--- src/rtl/fetch_unit.sv ---
// fetch_unit -- instruction fetch stage feeding the decoder.
//
// Holds the fetch PC, issues single-outstanding word reads over a req/ack
// bus and buffers returned words in a small circular FIFO. The head entry is
// offered to decode with a valid/ready handshake. A redirect flushes the
// buffer and restarts fetch at the target; a request already on the bus is
// never aborted, its data is simply discarded when it returns.
//
// Optional feature macro: FETCH_MISALIGN_CHECK_EN
//   defined   : a redirect target with [1:0] != 0 parks the unit in FAULT
//               (O_fault = 1, no fetches) until an aligned redirect.
//   undefined : redirect target bits [1:0] are ignored, O_fault is tied 0.
//
// Parameters:
//   RESET_PC    first fetch address after reset
//   FIFO_DEPTH  instruction buffer entries, power of two, 2..8
//
// Ports:
//   I_clk, I_rst_n        clock, asynchronous active-low reset
//   I_redirect(_pc)       flush and restart fetch at the target
//   I_ready               decode accepts the head entry
//   O_valid/O_instr/O_pc  head entry handshake and contents
//   O_bus_req/O_bus_addr  instruction memory read request
//   I_bus_ack/I_bus_data  read completion and returned word
//   O_fault               misaligned fetch target
module fetch_unit #(
  parameter logic [31:0] RESET_PC   = 32'h0000_0000,
  parameter int unsigned FIFO_DEPTH = 2
) (
  input  logic        I_clk,
  input  logic        I_rst_n,
  input  logic        I_redirect,
  input  logic [31:0] I_redirect_pc,
  input  logic        I_ready,
  output logic        O_valid,
  output logic [31:0] O_instr,
  output logic [31:0] O_pc,
  output logic        O_bus_req,
  output logic [31:0] O_bus_addr,
  input  logic        I_bus_ack,
  input  logic [31:0] I_bus_data,
  output logic        O_fault
);

  localparam int unsigned AW = (FIFO_DEPTH > 1) ? $clog2(FIFO_DEPTH) : 1;
  localparam int unsigned CW = AW + 1;

`ifdef FETCH_MISALIGN_CHECK_EN
  typedef enum logic [1:0] {IDLE, REQ, DISCARD, FAULT} state_t;
`else
  typedef enum logic [1:0] {IDLE, REQ, DISCARD} state_t;
`endif

  state_t      state;
  logic [31:0] fetch_pc;
  logic        bus_req;
  logic [31:0] bus_addr;

  logic [31:0] mem_instr [FIFO_DEPTH];
  logic [31:0] mem_pc    [FIFO_DEPTH];
  logic [AW-1:0] wr_ptr, rd_ptr;
  logic [CW-1:0] count, count_next;

  logic        push, pop, can_issue;
  logic [31:0] pc_inc, target, discard_pc;

`ifdef FETCH_MISALIGN_CHECK_EN
  logic fault, fault_pend, tgt_bad, discard_bad;
`else
  logic unused_redirect_lo;
`endif

  always_comb begin
    pop        = (count != '0) & I_ready & ~I_redirect;
    push       = (state == REQ) & I_bus_ack & ~I_redirect;
    count_next = I_redirect ? '0 : (count + CW'(push) - CW'(pop));
    // Issuing means one outstanding next cycle, so the slot must exist now.
    can_issue  = count_next < CW'(FIFO_DEPTH);
    pc_inc     = fetch_pc + 32'd4;
`ifdef FETCH_MISALIGN_CHECK_EN
    target      = I_redirect_pc;
    tgt_bad     = I_redirect_pc[1:0] != 2'b00;
    discard_bad = I_redirect ? tgt_bad : fault_pend;
`else
    target      = {I_redirect_pc[31:2], 2'b00};
`endif
    discard_pc = I_redirect ? target : fetch_pc;
  end

`ifndef FETCH_MISALIGN_CHECK_EN
  assign unused_redirect_lo = |I_redirect_pc[1:0];
`endif

  always_ff @(posedge I_clk or negedge I_rst_n) begin
    if (!I_rst_n) begin
      state    <= IDLE;
      fetch_pc <= RESET_PC;
      bus_req  <= 1'b0;
      bus_addr <= RESET_PC;
`ifdef FETCH_MISALIGN_CHECK_EN
      fault      <= 1'b0;
      fault_pend <= 1'b0;
`endif
    end else begin
      case (state)
        IDLE: begin
          if (I_redirect) begin
            fetch_pc <= target;
`ifdef FETCH_MISALIGN_CHECK_EN
            fault <= tgt_bad;
            if (tgt_bad) begin
              state <= FAULT;
            end else begin
              state    <= REQ;
              bus_req  <= 1'b1;
              bus_addr <= target;
            end
`else
            state    <= REQ;
            bus_req  <= 1'b1;
            bus_addr <= target;
`endif
          end else if (can_issue) begin
            state    <= REQ;
            bus_req  <= 1'b1;
            bus_addr <= fetch_pc;
          end
        end

        REQ: begin
          if (I_redirect) begin
            fetch_pc <= target;
`ifdef FETCH_MISALIGN_CHECK_EN
            fault <= tgt_bad;
`endif
            if (!I_bus_ack) begin
              // Request cannot be withdrawn: keep it on the bus, drop its data.
              state <= DISCARD;
`ifdef FETCH_MISALIGN_CHECK_EN
              fault_pend <= tgt_bad;
`endif
            end
`ifdef FETCH_MISALIGN_CHECK_EN
            else if (tgt_bad) begin
              state   <= FAULT;
              bus_req <= 1'b0;
            end
`endif
            else begin
              // Ack in the redirect cycle: data dropped, buffer empty, so the
              // target can be requested straight away.
              bus_addr <= target;
            end
          end else if (I_bus_ack) begin
            fetch_pc <= pc_inc;
            if (can_issue) begin
              bus_addr <= pc_inc;
            end else begin
              state   <= IDLE;
              bus_req <= 1'b0;
            end
          end
        end

        DISCARD: begin
          if (I_redirect) begin
            fetch_pc <= target;
`ifdef FETCH_MISALIGN_CHECK_EN
            fault      <= tgt_bad;
            fault_pend <= tgt_bad;
`endif
          end
          if (I_bus_ack) begin
`ifdef FETCH_MISALIGN_CHECK_EN
            if (discard_bad) begin
              state   <= FAULT;
              bus_req <= 1'b0;
            end else begin
              state    <= REQ;
              bus_addr <= discard_pc;
            end
`else
            // Buffer was flushed and nothing is pushed here, so credit exists.
            state    <= REQ;
            bus_addr <= discard_pc;
`endif
          end
        end

`ifdef FETCH_MISALIGN_CHECK_EN
        FAULT: begin
          if (I_redirect && !tgt_bad) begin
            fetch_pc <= target;
            fault    <= 1'b0;
            state    <= REQ;
            bus_req  <= 1'b1;
            bus_addr <= target;
          end
        end
`endif

        default: begin
          state   <= IDLE;
          bus_req <= 1'b0;
        end
      endcase
    end
  end

  always_ff @(posedge I_clk or negedge I_rst_n) begin
    if (!I_rst_n) begin
      wr_ptr <= '0;
      rd_ptr <= '0;
      count  <= '0;
      for (int unsigned i = 0; i < FIFO_DEPTH; i++) begin
        mem_instr[i] <= '0;
        mem_pc[i]    <= RESET_PC;
      end
    end else if (I_redirect) begin
      wr_ptr <= '0;
      rd_ptr <= '0;
      count  <= '0;
    end else begin
      if (push) begin
        mem_instr[wr_ptr] <= I_bus_data;
        mem_pc[wr_ptr]    <= fetch_pc;
        wr_ptr            <= wr_ptr + AW'(1);
      end
      if (pop) begin
        rd_ptr <= rd_ptr + AW'(1);
      end
      count <= count_next;
    end
  end

  assign O_valid    = count != '0;
  assign O_instr    = mem_instr[rd_ptr];
  assign O_pc       = mem_pc[rd_ptr];
  assign O_bus_req  = bus_req;
  assign O_bus_addr = bus_addr;
`ifdef FETCH_MISALIGN_CHECK_EN
  assign O_fault    = fault;
`else
  assign O_fault    = 1'b0;
`endif

endmodule

--- config.mk ---
export PLATFORM = sky130hd
export DESIGN_NAME = fetch_unit
export DESIGN_NICKNAME = d
export VERILOG_FILES = /design/src/rtl/fetch_unit.sv
export SDC_FILE = /design/constraint.sdc
export NUM_CORES = 1
export LEC_CHECK = 0
export CORE_MARGIN = 2
export CORE_UTILIZATION = 54
export CTS_BUF_LIST = sky130_fd_sc_hd__clkbuf_16
export CTS_CLUSTER_SIZE = 20
export DETAILED_ROUTE_END_ITERATION = 8
export PLACE_DENSITY = 0.81
export SYNTH_ARGS = -nofsm -noshare
export SYNTH_HDL_FRONTEND = slang
export SYNTH_SLANG_ARGS = --single-unit
--- constraint.sdc ---
create_clock -name I_clk -period 4.3 [get_ports I_clk]
set_input_delay 0.43 -clock I_clk [delete_from_list [all_inputs] [get_ports I_clk]]
set_output_delay 0.43 -clock I_clk [all_outputs]
set_load 0.02 [all_outputs]
== After elaboration in Yosys (flattened, before gate mapping) ==
Cells that the tools add are included.
Storage, ports and cells
  output and inout port bits: 99
  register bits after elaboration: 199
  logic and storage cells: 94
  input port bits: 69
Cells by class
  reductions and logical operators: 13
  equal/unequal tests: 11
  order comparisons: 4
  mux-type cells: 42
  bitwise gates (word level): 8
  $add $sub $neg: 5
Operators by type and width (count)
  two-way mux 32 bit: 17
  bitwise mux 64 bit: 2
  case mux 32 bit (3 select lines): 1
  case mux 32 bit (2 select lines): 1
  adder 32 x 3 -> 32 bit, second input constant: 1
  demux 32 bit (select 1 bit): 1
  two-way mux 2 bit: 9
  != test 3 bit, second input constant: 5
  AND reduction 5 bit: 3
  two-way mux 1 bit: 9
  != test 2 bit, second input constant: 4
  nonzero test 2 bit: 4
  case mux 2 bit (3 select lines): 1
  AND 1 bit: 4
  >= comparator 2 bit, second input constant: 2
  NOT 1 -> 2 bit: 2
  AND reduction 2 bit: 2
  case mux 1 bit (3 select lines): 1
  nonzero test 3 bit: 1
  adder 1 bit, second input constant: 2
  adder 2 x 1 -> 2 bit: 1
  == test 2 x 1 -> 1 bit, second input constant: 1
  == test 2 bit, second input constant: 1
  zero test 2 bit: 1
  other kinds (6): 7

== Depth between registers and ports, before layout ==
  depth in word-level cells: 11
  mapped depth: 13
  gate-level depth less buffers: 11

== Least setup slack after synthesis ==
No wires, ideal clock.
  path type: input-to-reg
  start: in I_redirect
  end: reg bus_addr[15], in the netlist O_bus_addr[15]
  required time: 4206 ps
  buffers on the path: 4
  cell stages on the path: 13
  arrival time: 3025 ps
  setup slack: 1181 ps
  library setup time: 94 ps
  cell sequence: clkbuf_1 > buf_2 > buf_1 > nor2_1 > ha_1 > inv_1 > ha_1 > xor3_1 > a21oi_1 > a22oi_1 > clkbuf_1 > nor3_1 > a211oi_1
Between the ends
  longest elaborated chain between the ends: 8
  elaborated cells between the ends (all ways): 15
  classes of those cells: add/sub (2); order compare (1); eq/ne (2); mux (6); bitwise (3); reduce/logical (1)
RTL lines
  start, declared: line 32  | input logic I_redirect,
  NOT 1 bit (no source line)
  AND 1 bit: line 75  | push = (state == REQ) & I_bus_ack & ~I_redirect;
  adder 2 x 1 -> 2 bit: line 76  | count_next = I_redirect ? '0 : (count + CW'(push) - CW'(pop));
  subtractor 2 x 1 -> 2 bit: line 76
  two-way mux 2 bit: line 76
  < comparator 2 bit: line 78  | can_issue = count_next < CW'(FIFO_DEPTH);
  != test 3 bit (no source line)
  AND reduction 5 bit (no source line)
  end signal, assigned: line 121  | bus_addr <= target;
  end signal, assigned: line 126  | bus_addr <= fetch_pc;
  end signal, assigned: line 152  | bus_addr <= target;
  end, declared: line 57  | logic [31:0] bus_addr;
Several ways; a longest one is shown, not always the timed one. The select of a mux whose other input is x is not followed.
A chain may end at the register's enable or synchronous reset.

== Final worst setup path ==
  start: in I_bus_ack
  end: reg bus_addr[26], in the netlist O_bus_addr[26]
Between the ends
  longest elaborated chain between the ends: 8
  elaborated cells between the ends (all ways): 11
  classes of those cells: add/sub (2); order compare (1); eq/ne (4); mux (1); bitwise (2); reduce/logical (1)
RTL lines
  start, declared: line 40  | input logic I_bus_ack,
  AND 1 bit (2 in series): line 75
  adder 2 x 1 -> 2 bit: line 76
  subtractor 2 x 1 -> 2 bit: line 76
  two-way mux 2 bit: line 76
  < comparator 2 bit: line 78
  != test 3 bit (no source line)
  AND reduction 5 bit (no source line) *
Mark *: on every way between the ends. The rest lies on a longest branch, timed or not.

==> impl_metrics.py <==
metrics = {
    "status": {
        "run_status": "complete, no violations",
    },
    "clocking": {
        "post-cts-setup-buffers": 0,
        "cts_repair_resize_count": 0,
        "ctsRootBufferMaster": "sky130_fd_sc_hd__clkbuf_16",
        "number_of_cts_inserted_buffers": 17,
        "path_clk_slew_ps": 80,
        "h_tree_levels": 4,
        "cts.path.max_buffers": 2,
        "ctsHoldBuffers": 0,
        "tritoncts_num_sinks": 199,
        "clk_latency_ps": 440,
        "tritoncts": "done",
    },
    "drt": {
        "drc": 0,
        "routedWlPerCell_um": 19.9,
        "routed_via_density": 6.14,
        "routed_wire_length_mm": 25.5,
        "detail_route.iter0.violations": 645,
        "routed-via-count": 7854,
        "dr.pass1.iters": 7,
        "ant_nets": 0,
    },
    "synthesis": {
        "post_synth_inst_count": 916,
        "yosys_warnings": 0,
        "synth_edf_count": 0,
        "seq_area_frac_synth": 0.494,
        "synth.cell_area_sq_mm": 0.0101,
        "syn_avg_cell_area_sq_um": 11.0,
        "synth_top_flop_cell": "sky130_fd_sc_hd__dfrtp_1",
        "ys_types": 60,
        "synthesis.nets": 988,
        "ys_seq_elements": 199,
        "synthArstFlopShare": 1.00,
    },
    "global_route": {
        "grt_usage": 0.261,
        "globalRoute.totalOverflow": 0,
        "via_count_of_the_first_global_routing_pass": 7885,
        "antenna_found_initial": 0,
        "grt_max_degree": 123,
        "wire_length_of_the_first_global_routing_pass_mm": 41.0,
    },
    "critical_path": {
        "setup.worst_path.end_class": "flip-flop",
        "cp_max_fo": 15,
        "cp_data_required_time_ps": 4620,
        "critical_path_cell_by_cell": "clkdlybuf4s50_1, nand2b_1, nor2_1, inv_1, ha_1, inv_1, ha_1, xor3_1, a21oi_1, a22o_1, buf_12, mux2i_1, a21oi_1",
        "arrival_ps": 3650,
        "cpMaxStageDelayCell": "sky130_fd_sc_hd__clkdlybuf4s50_1",
        "startpoint_type": "input pin",
        "max_stage_delay_ps": 700,
        "setup.worst_path.class": "input pin to flip-flop",
    },
    "pwr": {
        "leakage_nw": 5.12,
        "cell_internal_pwr_mw": 5.67,
        "powerDensity_mw_per_mm2": 736,
        "p_clk_frac": 0.174,
        "fin_total_pwr_mw": 9.18,
        "netSwitchingPower_mw": 3.51,
        "comb_power_share": 0.456,
        "pwr-share-seq": 0.370,
        "irDropWorstVdd_v": 0.000371,
        "swShare": 0.382,
    },
    "floorplanning": {
        "starting_density": 0.556,
        "placeableCoreArea_sq_mm": 0.0181,
        "num_io_pins": 168,
        "std_cell_rows": 49,
        "dieArea_sq_mm": 0.0198,
        "die_height_um": 141,
        "die_width_um": 141,
    },
    "layout": {
        "final_util": 0.687,
        "drive_gt1_frac": 0.248,
        "antennaDiodeCount": 0,
        "mostFrequentLayoutCells": "198 x sky130_fd_sc_hd__dfrtp_1, 190 x sky130_fd_sc_hd__mux2_2, 162 x sky130_fd_sc_hd__clkdlybuf4s50_1",
        "area_growth_pct": 23.7,
        "layout_commonest_cell": "sky130_fd_sc_hd__dfrtp_1",
        "final_nets": 1109,
    },
    "sta": {
        "post-route-period-util": 0.775,
        "grt_setup_unrepaired": "no",
        "finalCriticalPeriod_ps": 3330,
        "finalSetupTns_ps": 0,
        "fmax_ghz": 0.300,
        "layout_setup_ws_ps": 968,
        "slew_viol_final": 0,
        "worst_clock_skew_ps": 11.6,
        "worstMarginPinSlew_ps": 1280,
        "final_number_of_setup_violating_endpoints": 0,
        "slew_headroom": 0.141,
        "report.final.hold_viol_count": 0,
    },
    "placement": {
        "port-buffer-count": 164,
        "pre_cts_slack_ps": 581,
        "finalWeightedCongestion": 0.915,
        "dp_hpwl_mm": 16.7,
    },
    "flow_run": {
        "drv.max_cap_violation_count": 0,
    },
    "min_path": {
        "timing.hold.worst.class": "input pin to async pin",
    },
}
## cell families after synthesis
| logic type | after synthesis | share of synthesized area |
|---|---|---|
| AO/OA/AOI/OAI | 161 | 0.101 |
| XOR/XNOR | 25 | 0.0232 |
| adder cells (fa/ha/maj) | 3 | 0.00372 |
| buffers and inverters | 92 | 0.0380 |
| flip-flops | 199 | 0.494 |
| multiplexers | 201 | 0.223 |
| other | 1 | 0.000372 |
| AND/OR/NAND/NOR | 234 | 0.117 |
## state kept, by name, indices dropped and copies added (netlist names)
signal	flops
O_bus_req	1
wr_ptr	1
fetch_pc	32
mem_pc	64
mem_instr	64
state	2
O_bus_addr	32
rd_ptr	1
count	2
## worst paths after layout
check / start / to / slack [ps] / cells past startpoint
max: I_bus_ack / O_bus_addr[26]$_DFFE_PN0P_ / 970 / 13
min: I_rst_n / mem_pc[15]$_DFFE_PN0P_ / 100 / 1
max reg2reg: state[1]$_DFFE_PN0P_ / O_bus_addr[26]$_DFFE_PN0P_ / 1020 / 12
min reg2reg: mem_pc[30]$_DFFE_PN0P_ / mem_pc[30]$_DFFE_PN0P_ / 480 / 2
max in group asynchronous: I_rst_n / mem_instr[1]$_DFFE_PN0P_ / 3260 / 2
min in group I_clk: mem_pc[30]$_DFFE_PN0P_ / mem_pc[30]$_DFFE_PN0P_ / 480 / 2
## power groups by stage
| stage | Combinational [mW] | Clock [mW] | Sequential (mW) |
|---|---|---|---|
| final | 4.18 | 1.60 | 3.40 |
| after global routing | 4.47 | 1.70 | 3.52 |
| after CTS | 4.20 | 1.62 | 3.38 |
| after detailed placement | 4.17 | 0 | 3.42 |
| after global placement | 4.10 | 0 | 3.37 |
| after floorplan | 2.64 | 0 | 3.22 |
## synth_stat cells, drive strengths merged (2+ instances only)
cell type	number	area, sq um
mux2	190	2140
o21ai	52	260
mux2i	11	110
o221a	2	22.5
nor2	53	199
or3	2	17.5
inv	11	41.3
nor3b	3	22.5
a221oi	2	17.5
nor3	26	130
a21oi	40	200
nor4	17	128
xnor2	7	61.3
nand4	16	115
o22ai	6	37.5
dfrtp	199	4980
o31ai	2	15.0
buf	34	165
a211o	5	43.8
o211ai	2	15.0
ha	3	37.5
clkbuf	46	173
nand2	72	270
xor2	17	149
a211oi	15	113
and3	5	31.3
a31o	4	35.0
nand2b	4	25.0
a222oi	2	20.0
a311oi	3	26.3
a31oi	3	18.8
a21o	4	30.0
nand3	20	100
a22oi	4	30.0
o32ai	8	70.1
and4	3	27.5
nor2b	6	37.5
or4	3	22.5
## critical path: cells and delay by family
family / cells / cell delay (ps)
xor+xnor: 1 / 230
simple gates: 2 / 390
compound gates: 3 / 850
mux: 1 / 180
buf+inv: 4 / 1110
fa+ha+maj: 2 / 450
## layout make-up
cell class,instances,area [sq um]
Timing Repair Buffer,182,1840
Multi-Input combinational cell,625,4730
Clock buffer,17,425
Tap cell,229,287
Fill cell,1357,5680
Sequential cell,199,4980
Clock inverter,15,160
Inverter,12,45.0
## per-layer routing
metal | part of all wire | routed length (um) | global-route usage | vias to the layer above
met2 | 0.49 | 12500 | 0.435 | 346
met3 | 0.071 | 1800 | 0.0452 | 53
li1 | - | - | - | 3553
met4 | 0.023 | 582 | 0.0858 | 0
met5 | 0 | 0 | 0 | -
met1 | 0.42 | 10600 | 0.351 | 3902
## through the flow
stage	cells	hold WS [ps]	cell area, sq um
finish	1279	95.2	12500
global route	1279	198	12500
CTS	1279	177	12500
detailed placement	1247	465	11900
global placement	1247	456	11900
floorplan	916	134	10100
Power figures use the tool's default switching activity.
